$ cat src/rtl/uart_rx.sv
// uart_rx -- receive path of the picoRV memory-mapped UART.
//
// Samples the asynchronous rx pin, deserialises 8N1 frames (LSB first) and
// buffers the received bytes behind a valid/ready handshake toward the UART
// register block.
//
// Build option: define UART_RX_FIFO_EN to get a DEPTH-entry first-word
// fall-through FIFO. Without it, a single holding register is used and DEPTH
// is ignored.
//
// Handshake: a byte transfers on a rising clk edge where valid && ready.
// data_o is stable while valid is high and no transfer occurs. ready is
// ignored while valid is low.
//
// Ports:
//   clk            system clock, rising edge
//   reset          synchronous active-high reset
//   enable         receiver enable; low forces IDLE and drops a partial byte
//   baud_prescaler bit period in clk cycles (values below 4 act as 4)
//   rx             asynchronous serial input, idles high
//   data_o         byte at the head of the buffer
//   valid          data_o holds an unread byte
//   ready          consumer takes data_o this cycle
//   frame_err      one-cycle pulse: stop bit sampled low
//   overrun        one-cycle pulse: byte dropped because the buffer was full
//   busy           a frame is in progress
module uart_rx #(
  parameter int DEPTH = 4
) (
  input  logic        clk,
  input  logic        reset,
  input  logic        enable,
  input  logic [15:0] baud_prescaler,
  input  logic        rx,
  output logic [7:0]  data_o,
  output logic        valid,
  input  logic        ready,
  output logic        frame_err,
  output logic        overrun,
  output logic        busy
);

  typedef enum logic [2:0] {IDLE, START, DATA, STOP, BRK} state_t;

  state_t      state;
  logic        rx_meta, rx_sync, rx_prev;
  logic        fall;
  logic [15:0] p_eff;
  logic [15:0] period;
  logic [15:0] cnt;
  logic [2:0]  bit_idx;
  logic [7:0]  shift_reg;
  logic        push_req;
  logic [7:0]  push_data;
  logic        pop;

  // rx_prev is the third flop; a fall is seen when it still holds 1.
  always_ff @(posedge clk) begin
    if (reset) begin
      rx_meta <= 1'b1;
      rx_sync <= 1'b1;
      rx_prev <= 1'b1;
    end else begin
      rx_meta <= rx;
      rx_sync <= rx_meta;
      rx_prev <= rx_sync;
    end
  end

  assign fall  = rx_prev & ~rx_sync;
  assign p_eff = (baud_prescaler < 16'd4) ? 16'd4 : baud_prescaler;
  assign busy  = (state != IDLE);
  assign pop   = valid & ready;

  // Receive FSM. The completed byte is handed to the buffer through a
  // registered push strobe, so the buffer updates one cycle after the stop
  // sample.
  always_ff @(posedge clk) begin
    if (reset) begin
      state     <= IDLE;
      period    <= 16'd4;
      cnt       <= '0;
      bit_idx   <= '0;
      shift_reg <= '0;
      push_req  <= 1'b0;
      push_data <= '0;
      frame_err <= 1'b0;
    end else begin
      push_req  <= 1'b0;
      frame_err <= 1'b0;
      if (!enable) begin
        state <= IDLE;
      end else begin
        case (state)
          IDLE: begin
            if (fall) begin
              period <= p_eff;
              cnt    <= {1'b0, p_eff[15:1]} - 16'd1;
              state  <= START;
            end
          end
          START: begin
            if (cnt == 16'd0) begin
              if (!rx_sync) begin
                cnt     <= period - 16'd1;
                bit_idx <= '0;
                state   <= DATA;
              end else begin
                state <= IDLE;
              end
            end else begin
              cnt <= cnt - 16'd1;
            end
          end
          DATA: begin
            if (cnt == 16'd0) begin
              shift_reg[bit_idx] <= rx_sync;
              cnt                <= period - 16'd1;
              if (bit_idx == 3'd7) state <= STOP;
              else bit_idx <= bit_idx + 3'd1;
            end else begin
              cnt <= cnt - 16'd1;
            end
          end
          STOP: begin
            // Leaving at mid-stop-bit keeps the next start edge detectable.
            if (cnt == 16'd0) begin
              if (rx_sync) begin
                push_req  <= 1'b1;
                push_data <= shift_reg;
                state     <= IDLE;
              end else begin
                frame_err <= 1'b1;
                state     <= BRK;
              end
            end else begin
              cnt <= cnt - 16'd1;
            end
          end
          BRK: begin
            // A held-low line reports one error, then waits for idle.
            if (rx_sync) state <= IDLE;
          end
          default: state <= IDLE;
        endcase
      end
    end
  end

`ifdef UART_RX_FIFO_EN
  localparam int AW = $clog2(DEPTH);

  logic [7:0]    mem [DEPTH];
  logic [AW-1:0] wr_ptr, rd_ptr, rd_nxt;
  logic [AW:0]   count, count_next;
  logic          full, do_push;

  assign full    = (count == (AW+1)'(DEPTH));
  assign do_push = push_req & (~full | pop);
  assign rd_nxt  = rd_ptr + 1'b1;

  always_comb begin
    count_next = count;
    if (do_push && !pop) count_next = count + 1'b1;
    else if (pop && !do_push) count_next = count - 1'b1;
  end

  always_ff @(posedge clk) begin
    if (do_push) mem[wr_ptr] <= push_data;
  end

  // data_o is a registered copy of the head entry (first-word fall-through).
  always_ff @(posedge clk) begin
    if (reset) begin
      wr_ptr  <= '0;
      rd_ptr  <= '0;
      count   <= '0;
      valid   <= 1'b0;
      data_o  <= '0;
      overrun <= 1'b0;
    end else begin
      overrun <= push_req & full & ~pop;
      if (do_push) wr_ptr <= wr_ptr + 1'b1;
      if (pop) rd_ptr <= rd_nxt;
      count <= count_next;
      valid <= (count_next != '0);
      if (pop) begin
        if (count > (AW+1)'(1)) data_o <= mem[rd_nxt];
        else if (do_push) data_o <= push_data;
      end else if (count == '0 && do_push) begin
        data_o <= push_data;
      end
    end
  end
`else
  // Single holding register: a push is accepted when empty or when the
  // held byte is popped in the same cycle.
  always_ff @(posedge clk) begin
    if (reset) begin
      valid   <= 1'b0;
      data_o  <= '0;
      overrun <= 1'b0;
    end else begin
      overrun <= push_req & valid & ~pop;
      if (push_req && (!valid || pop)) begin
        data_o <= push_data;
        valid  <= 1'b1;
      end else if (pop) begin
        valid <= 1'b0;
      end
    end
  end
`endif

endmodule
$ cat config.mk
export PLATFORM = sky130hd
export DESIGN_NAME = uart_rx
export DESIGN_NICKNAME = d
export VERILOG_FILES = /design/src/rtl/uart_rx.sv
export SDC_FILE = /design/constraint.sdc
export NUM_CORES = 1
export LEC_CHECK = 0
export ABC_AREA = 1
export BUFFER_PORTS_ARGS = -buffer_cell sky130_fd_sc_hd__buf_2
export CORE_MARGIN = 5
export CORE_UTILIZATION = 49
export DETAILED_ROUTE_END_ITERATION = 12
export PLACE_DENSITY = 0.76
export SYNTH_ARGS = -nofsm -noshare
export SYNTH_HDL_FRONTEND = slang
export SYNTH_SLANG_ARGS = --single-unit
$ cat constraint.sdc
create_clock -name clk -period 2.8 [get_ports clk]
set_input_delay 0.42 -clock clk [delete_from_list [all_inputs] [get_ports clk]]
set_output_delay 0.42 -clock clk [all_outputs]
set_load 0.005 [all_outputs]
==> metrics <==
top cell type by total area after synthesis dfxtp_1; Adder-Cell Fraction of Synth Area 2.15%; Die H 101 um; HP Start rx; final worst slack 0.627 ns; Post-CTS Setup Bufs 0; Synth Flop Type dfxtp_1; Root Driver clkbuf_8; clk buf depth 2; P&R area growth vs syn 10.8%; synthesis-stage register bit count 69; num rows 33; worst skew pair latency 0.36 ns; crit path max fanout 19; top flop regs cnt (16), period (16); xor/xnor share of the synthesized area 3.01%; cell area after synthesis 4080 um^2; Pins Over Slew Limit 0; Synth area leaders dfxtp_1, nor2_1, nand2_1; post-synthesis simple-gate area fraction 32.4%; Worst Hold Endpoint rx_meta; Clock Pin Slew Worst Setup and Hold Paths 0.09 ns; skew final 0.0153 ns; area of the multi-input gates 2300 um^2; status completed; clock sink count 69; largest net degree at the start of global routing 33; pre-CTS setup slack 0.530 ns; P per Cell Area 554 nW/um^2; Die W 101 um; ratio of cells with drive above 1 in the final layout 13.9%; vias 4095; Synth Area in Compound Gates 18.9%; final wirelength 10.3 mm; worst r2r src rx_sync; DR iter-0 viols 268; gr usage total 21.0%; Startpoint Class flip-flop; register area 1380 um^2; Final TNS setup 0 ns; worst min path class in -> reg; Worst EP arrival 2.41 ns; Worst VDD drop 230 uV; cts bufs inserted 9; Post-CTS Hold Buffers 0; crit end category flip-flop; H-tree levels 3; synth warn 0; Layout Nets 677; R2R setup slack 0.63 ns; worst-margin pin slew 0.549 ns; synth unique cells 38; # DRC 0; largest family of logic cells by synthesized area simple AND/OR/NAND/NOR gates; remaining antenna violation count after routing 0; die area 10200 um^2; area share of the largest cell type after synthesis 33.9%; max-cap check violation count 0; worst hold margin 0.251 ns; mean area per synthesized cell 6.62 um^2; Starting Density 49.9%; # fillers 850; total congestion overflow 0; Hold Path Depth 2; reg2reg end cnt[3]; post-CTS sizing 0; vias in the first global route 3893; IO buf count 32; Final Cycle Share 77.6%; WS Path Type reg -> reg; Final Setup Violations 0; CP required 3.03 ns; core area 8180 um^2; Seq/Total Area, Yosys 33.9%; number of cells on the worst reg-to-reg path 10; Pleak 2.10 nW; wire per inst 13.6 um; global-route wire length before repair 17.5 mm; total power 0.00250 W; vias per cell 5.40; ys async rst share 0%; cells after synthesis 616; # IOs 33; maximum clock frequency 460 MHz; CTS tree done; RSZ-0062 raised after global routing false; syn_nets 644; n_diodes 0; initial antenna violation count 0; number of synthesized flops with an enable pin 0; gp weighted congestion 0.952; Max-Slew Margin vs Limit 63.4%; Fin. Hold Viols 0; Final HPWL DP 7.88 mm; First-pass DRT Iterations 5; Tmin final 2.17 ns; multiplexer share of the synthesized area 0%
[where the power goes]
group          internal (W)  switching [W]  total, W
Sequential          0.00102      0.0000441   0.00106
Combinational      0.000196       0.000395  0.000591
Clock              0.000423       0.000430  0.000853
Total               0.00164       0.000869   0.00250
[layout make-up]
class | count | area share [%]
clock buffers | 9 | 2.74
clock inverters | 7 | 1.83
inverters | 81 | 6.76
multi-input cells | 452 | 51.0
flip-flops and latches | 69 | 30.6
well taps | 105 | 2.91
repair buffers | 36 | 4.21
[metal layers]
metal	share of wire, %	vias up	routed length, um	track usage [%]
li1	-	2085	-	-
met2	48	98	4930	35.5
met4	1.5	0	160	7.46
met1	45	1895	4680	27.0
met5	0	-	0	0
met3	5.4	17	555	3.37
[critical path, stage by stage, from the launching register on]
cell,delay [ns]
dfxtp_1,0.40
inv_1,0.31
nand2_1,0.14
nand2_1,0.12
nand3_1,0.08
inv_1,0.08
nand2_2,0.21
inv_2,0.34
o21ai_0,0.14
a21oi_1,0.14
a21oi_1,0.08
[cells by family after synthesis]
group                    count (synthesis)
AO/OA/AOI/OAI                          144
XOR/XNOR                                14
adder cells (fa/ha/maj)                  7
buffers and inverters                   95
flip-flops                              69
AND/OR/NAND/NOR                        287
[worst max path at each step]
stage / start / endpoint / slack, ns / cells after the start
finish: rx_sync / cnt[3] / 0.63 / 10
global route: rx_sync / cnt[3] / 0.41 / 10
CTS: rx_sync / cnt[3] / 0.65 / 10
detailed placement: baud_prescaler[11] / cnt[12] / 0.53 / 15
global placement: baud_prescaler[11] / cnt[12] / 0.60 / 15
floorplan: baud_prescaler[11] / cnt[12] / 0.89 / 14
[per-stage QoR]
step	utilization [%]	instance area, um^2	cells
CTS	55.3	4520	759
detailed placement	52.7	4310	743
global placement	52.7	4310	743
floorplan	-	4080	616
global route	55.3	4520	759
finish	55.3	4520	759
[Yosys cell counts (4+ instances only)]
cell	number
or2_2	5
ha_1	7
inv_2	4
dfxtp_1	69
nand2_2	7
nand4_1	7
nor3_1	7
nor2_1	99
a21oi_1	56
o21ai_1	12
inv_1	76
clkbuf_1	7
xnor2_1	5
nand3_1	51
nand2_1	90
nor2_4	7
a211oi_1	4
o21ai_0	60
xor2_1	9
[placed cells by master (no fill, tap or decap), types with 4 or more instances in the layout]
| master | instances |
|---|---|
| nor2_1 | 99 |
| nand2_1 | 90 |
| inv_1 | 76 |
| dfxtp_1 | 69 |
| o21ai_0 | 60 |
| a21oi_1 | 56 |
| nand3_1 | 51 |
| buf_2 | 32 |
| o21ai_1 | 12 |
| xor2_1 | 9 |
| clkbuf_8 | 9 |
| nand2_2 | 7 |
| nor2_4 | 7 |
| nand4_1 | 7 |
| nor3_1 | 7 |
| ha_1 | 7 |
| or2_2 | 5 |
| xnor2_1 | 5 |
| inv_2 | 4 |
| a211oi_1 | 4 |
| buf_4 | 4 |
No activity file was read; power rests on OpenSTA's default activity.
